==> config.mk <==
export PLATFORM = sky130hd
export DESIGN_NAME = mdu_iterative_flat
export DESIGN_NICKNAME = d
export VERILOG_FILES = /design/src/rtl/mdu_if.sv /design/src/rtl/mdu_iterative.sv /design/src/flat_wrapper.sv
export SDC_FILE = /design/constraint.sdc
export NUM_CORES = 1
export LEC_CHECK = 0
export ABC_CLOCK_PERIOD_IN_PS = 5800
export BUFFER_PORTS_ARGS = -buffer_cell sky130_fd_sc_hd__buf_4
export CORE_MARGIN = 3
export CORE_UTILIZATION = 45
export DETAILED_ROUTE_END_ITERATION = 12
export GPL_ROUTABILITY_DRIVEN = 0
export SYNTH_ARGS = -nofsm -noshare
export SYNTH_HDL_FRONTEND = slang
export SYNTH_SLANG_ARGS = --single-unit
==> constraint.sdc <==
create_clock -name clk -period 5.8 [get_ports clk]
set_clock_uncertainty 0.05 [all_clocks]
set_input_delay 0.87 -clock clk [delete_from_list [all_inputs] [get_ports clk]]
set_output_delay 0.87 -clock clk [all_outputs]
set_load 0.02 [all_outputs]
==> src/rtl/mdu_if.sv <==
// mdu_if: request/result bundle between the EX stage and the iterative multiply/divide unit
interface mdu_if #(parameter int WIDTH = 32);
  logic             start;
  logic [2:0]       op;
  logic [WIDTH-1:0] a;
  logic [WIDTH-1:0] b;
  logic             flush;
  logic             busy;
  logic             done;
  logic [WIDTH-1:0] hi;
  logic [WIDTH-1:0] lo;
  modport master(output start, op, a, b, flush, input busy, done, hi, lo);
  modport slave(input start, op, a, b, flush, output busy, done, hi, lo);
endinterface

==> src/rtl/mdu_iterative.sv <==
// mdu_iterative: radix-2 MULT/MULTU/DIV/DIVU over WIDTH+1 cycles, owns HI/LO, services MTHI/MTLO; ports clk, rst, m (start/op/a/b/flush in, busy/done/hi/lo out)
module mdu_iterative #(
  parameter int WIDTH = 32
) (
  input logic   clk,
  input logic   rst,
  mdu_if.slave  m
);
  localparam int CW = $clog2(WIDTH);
  typedef enum logic [1:0] {IDLE, RUN, FIX} state_t;
  state_t             state, state_n;
  logic [CW-1:0]      cnt;
  logic [2*WIDTH-1:0] acc, step, prod;
  logic [WIDTH-1:0]   mb, hi_q, lo_q, quo, rem, mag_a, mag_b;
  logic [WIDTH:0]     sum, diff;
  logic               div, sa, sb, done_q, go, sgn_a, sgn_b;
  always_comb begin
    go      = state == IDLE && m.start && !m.flush && !m.op[2];
    sgn_a   = !m.op[0] && m.a[WIDTH-1];
    sgn_b   = !m.op[0] && m.b[WIDTH-1];
    mag_a   = sgn_a ? -m.a : m.a;
    mag_b   = sgn_b ? -m.b : m.b;
    state_n = (state != IDLE && m.flush) ? IDLE :
              state == IDLE ? (go ? RUN : IDLE) :
              state == RUN  ? (cnt == CW'(WIDTH - 1) ? FIX : RUN) : IDLE;
    // multiply: acc = {partial, multiplier}; divide: acc = {remainder, dividend/quotient}
    sum     = {1'b0, acc[2*WIDTH-1:WIDTH]} + {1'b0, acc[0] ? mb : '0};
    diff    = acc[2*WIDTH-1:WIDTH-1] - {1'b0, mb};
    step    = !div ? {sum, acc[WIDTH-1:1]} :
              diff[WIDTH] ? {acc[2*WIDTH-2:0], 1'b0} : {diff[WIDTH-1:0], acc[WIDTH-2:0], 1'b1};
    prod    = (sa ^ sb) ? -acc : acc;
    quo     = (sa ^ sb) ? -acc[WIDTH-1:0] : acc[WIDTH-1:0];
    rem     = sa ? -acc[2*WIDTH-1:WIDTH] : acc[2*WIDTH-1:WIDTH];
  end
  always_ff @(posedge clk) begin
    if (rst) begin
      state  <= IDLE;
      cnt    <= '0;
      acc    <= '0;
      mb     <= '0;
      div    <= 1'b0;
      sa     <= 1'b0;
      sb     <= 1'b0;
      hi_q   <= '0;
      lo_q   <= '0;
      done_q <= 1'b0;
    end else begin
      state  <= state_n;
      done_q <= state == FIX && !m.flush;
      if (go) begin
        acc <= {{WIDTH{1'b0}}, mag_a};
        mb  <= mag_b;
        div <= m.op[1];
        sa  <= sgn_a;
        sb  <= sgn_b;
        cnt <= '0;
      end else if (state == RUN) begin
        acc <= step;
        cnt <= cnt + 1'b1;
      end
      if (state == FIX && !m.flush)
        {hi_q, lo_q} <= div ? {rem, quo} : prod;
      else if (state == IDLE && m.start && !m.flush && m.op == 3'b100)
        hi_q <= m.a;
      else if (state == IDLE && m.start && !m.flush && m.op == 3'b101)
        lo_q <= m.a;
    end
  end
  assign m.busy = state != IDLE;
  assign m.done = done_q;
  assign m.hi   = hi_q;
  assign m.lo   = lo_q;
endmodule
==> src/flat_wrapper.sv <==
// flat-port wrapper written by rule: the top's interface ports become plain ports
module mdu_iterative_flat 
#(
  parameter int WIDTH = 32
)
  (clk, rst, m_start, m_op, m_a, m_b, m_flush, m_busy, m_done, m_hi, m_lo);
  mdu_if #(.WIDTH(WIDTH)) m_i ();
  input logic clk;
  input logic rst;
  input wire logic [$bits(m_i.start)-1:0] m_start;
  input wire logic [$bits(m_i.op)-1:0] m_op;
  input wire logic [$bits(m_i.a)-1:0] m_a;
  input wire logic [$bits(m_i.b)-1:0] m_b;
  input wire logic [$bits(m_i.flush)-1:0] m_flush;
  output wire logic [$bits(m_i.busy)-1:0] m_busy;
  output wire logic [$bits(m_i.done)-1:0] m_done;
  output wire logic [$bits(m_i.hi)-1:0] m_hi;
  output wire logic [$bits(m_i.lo)-1:0] m_lo;
  assign m_i.start = m_start;
  assign m_i.op = m_op;
  assign m_i.a = m_a;
  assign m_i.b = m_b;
  assign m_i.flush = m_flush;
  assign m_busy = m_i.busy;
  assign m_done = m_i.done;
  assign m_hi = m_i.hi;
  assign m_lo = m_i.lo;
  mdu_iterative #(.WIDTH(WIDTH)) u_core (.clk(clk), .rst(rst), .m(m_i));
endmodule
==> flow_metrics.env <==
export IMPL_fp_dieW_um=181
export IMPL_holdCritStartpoint="u_core.mb[20]"
export IMPL_antenna_found_initial=0
export IMPL_root_buffer="clkbuf_16"
export IMPL_clk_pin_slew_ns=0.07
export IMPL_synth_xor_area_share_pct=11.0
export IMPL_reg2reg_from="u_core.acc[32]"
export IMPL_num_rows=63
export IMPL_hold_end="u_core.mb[20]"
export IMPL_tightest_slew_ns=0.948
export IMPL_finalSetupViolations=0
export IMPL_power_density_nw_per_um2=213
export IMPL_syn_area_um2=13800
export IMPL_syn_inst=1801
export IMPL_worstHoldPathType="reg2reg"
export IMPL_drive_above_1_share_pct=12.1
export IMPL_synth_cell_types=81
export IMPL_synth_compound_area_share_pct=25.9
export IMPL_synth_fa_ha_area_share_pct=6.64
export IMPL_end_kind="flip-flop"
export IMPL_grt_pass1_wl_um=73300
export IMPL_seq_area_frac_synth_pct=24.8
export IMPL_post_cts_resized=0
export IMPL_ys_warn_count=0
export IMPL_crit_slowest_cell="dfxtp_1"
export IMPL_die_area_um2=32800
export IMPL_core_region_area_um2=30000
export IMPL_r2r_slack_ns=1.79
export IMPL_diodes=0
export IMPL_num_vias=13788
export IMPL_grt_overflow=0
export IMPL_grt_max_degree=58
export IMPL_critPathMaxStageDelay_ns=0.54
export IMPL_hold_viol=0
export IMPL_arrival_ns=4.29
export IMPL_numClockSinks=171
export IMPL_cts_tree="done"
export IMPL_power_w=0.00336
export IMPL_ios=137
export IMPL_hpwl_um=34200
export IMPL_hold_depth=2
export IMPL_maxCapViolCount=0
export IMPL_synth_simple_area_share_pct=18.3
export IMPL_final_nets=2012
export IMPL_via_per_inst=6.07
export IMPL_areaGrowthSynthToFinish_pct=14.0
export IMPL_synth_top_family_by_area="compound AO/OA/AOI/OAI gates"
export IMPL_routedWlPerCell_um=20.3
export IMPL_clkLatencyLatePin_ns=0.44
export IMPL_rr_endpoint="u_core.acc[63]"
export IMPL_crit_chain="inv_1 -> fa_1 -> nand2b_1 -> a211o_1 -> a31o_1 -> a21oi_4 -> a211oi_2 -> a31oi_2 -> xor2_4 -> buf_4 -> and2_1 -> o21ai_1 -> a22o_1"
export IMPL_drtPass1Iterations=5
export IMPL_grt_usage_pct=27.5
export IMPL_clockBufferDepth=2
export IMPL_muxShareOfSynthArea_pct=8.32
export IMPL_final_cell_mix="218 x nor2_1, 170 x dfxtp_1, 164 x buf_4"
export IMPL_final_setup_tns_ns=0
export IMPL_avgSynthCellArea_um2=7.66
export IMPL_start_kind="flip-flop"
export IMPL_cts_hold_buf=0
export IMPL_status="finished clean"
export IMPL_drt_iter0_drc=1048
export IMPL_postCtsSetupBuffers=0
export IMPL_final_common_cell="nor2_1"
export IMPL_die_h_um=181
export IMPL_fin_crit_ns=4.01
export IMPL_async_flop_share_pct=0
export IMPL_htree_levels=4
export IMPL_ys_ff_latch=171
export IMPL_timing_fmax_ghz=0.249
export IMPL_final_antenna_net_count=0
export IMPL_port_buffers=136
export IMPL_routed_wl_um=46000
export IMPL_ys_flop_type="dfxtp_1"
export IMPL_p_leak_nw=6.34
export IMPL_cts_buffers=17
export IMPL_slew_violations=0
export IMPL_synth_edf_count=0
export IMPL_slew_headroom_pct=36.7
export IMPL_vdd_drop_max_mv=0.209
export IMPL_ff2ff_path_depth=13
export IMPL_critPathRequiredTime_ns=6.08
export IMPL_grt_pass1_vias=13405
export IMPL_drc=0
export IMPL_post_route_period_util_pct=69.1
export IMPL_worstSetupPathType="reg2reg"
export IMPL_rsz0062_at_grt="no"
export IMPL_initial_core_util_pct=46.1
export IMPL_critical_path_max_fanout=25
export IMPL_synth_nets=1944
==> worst max-delay path by stage <==
stage	from	to
3_5_place_dp	u_core.acc[32]	u_core.acc[63]
2_1_floorplan	u_core.acc[31]	u_core.acc[43]
5_1_grt	u_core.acc[0]	u_core.acc[54]
3_3_place_gp	u_core.acc[31]	u_core.acc[63]
4_1_cts	u_core.acc[32]	u_core.acc[63]
6_report	u_core.acc[32]	u_core.acc[63]
==> metal layers <==
layer	track usage (%)	share of wire (%)	up-vias
li1	-	-	6675
met1	35.6	43	6535
met2	46.4	48	487
met3	4.21	5.8	91
met4	10.2	3.3	0
met5	0	0	-
==> area by class of cell <==
class	instances	area, um^2
multi-input cells	1449	9730
flip-flops and latches	171	3430
fillers	2967	14200
clock inverters	14	176
repair buffers	164	1230
inverters	66	248
clock buffers	18	439
well taps	390	488
==> state kept, by name, indices dropped and copies added (netlist names), 2 cells and up <==
signal / flops
u_core.cnt: 5
u_core.m.hi: 32
u_core.acc: 64
u_core.m.lo: 32
u_core.state: 2
u_core.mb: 32
==> kinds of logic (layout without fill, tap and decap cells) <==
group	count (synthesis)	in the layout
compound gates	551	551
simple gates	540	540
buf+inv	181	262
xor+xnor	172	172
flops	171	171
mux	114	114
fa+ha+maj	72	72
==> critical path, delay by kind of cell (launching register included) <==
family | cells | cell delay (ns)
adder cells (fa/ha/maj) | 1 | 0.46
buffers and inverters | 2 | 0.56
AND/OR/NAND/NOR | 2 | 0.47
XOR/XNOR | 1 | 0.17
AO/OA/AOI/OAI | 7 | 1.64
flip-flops | 1 | 0.54
==> where the power goes <==
group | switching [W] | total, W | internal [W]
logic | 0.000510 | 0.000862 | 0.000352
clock network | 0.000556 | 0.00122 | 0.000667
registers | 0.0000606 | 0.00127 | 0.00121
total | 0.00113 | 0.00336 | 0.00223
==> Yosys cell counts (all sizes together) (22+ instances only) <==
cell type    n  area, um^2
xor2        79         699
nor3        31         171
nand2b      22         138
a21oi      138         706
inv         66         248
a21o        24         180
mux2i      108        1080
nor2       219         822
dfxtp      171        3420
a211oi     111         838
clkbuf     102         383
xnor2       93         815
ha          70         876
nand3       26         130
o22ai       43         269
nand2      126         473
o21ai      106         534
or3         22         143
==> per-stage QoR <==
step                      util [%]  cells  cell area (um^2)  worst slack [ns]  hold WS [ns]
after CTS                     52.5   2272             15700              1.85         0.411
final                         52.5   2272             15700              1.79         0.407
after global routing          52.5   2272             15700              1.49         0.420
after global placement        50.5   2240             15100              1.91         0.392
after floorplan                  -   1801             13800              2.40         0.382
after detailed placement      50.5   2240             15100              1.87         0.401
Power figures use the tool's default switching activity.
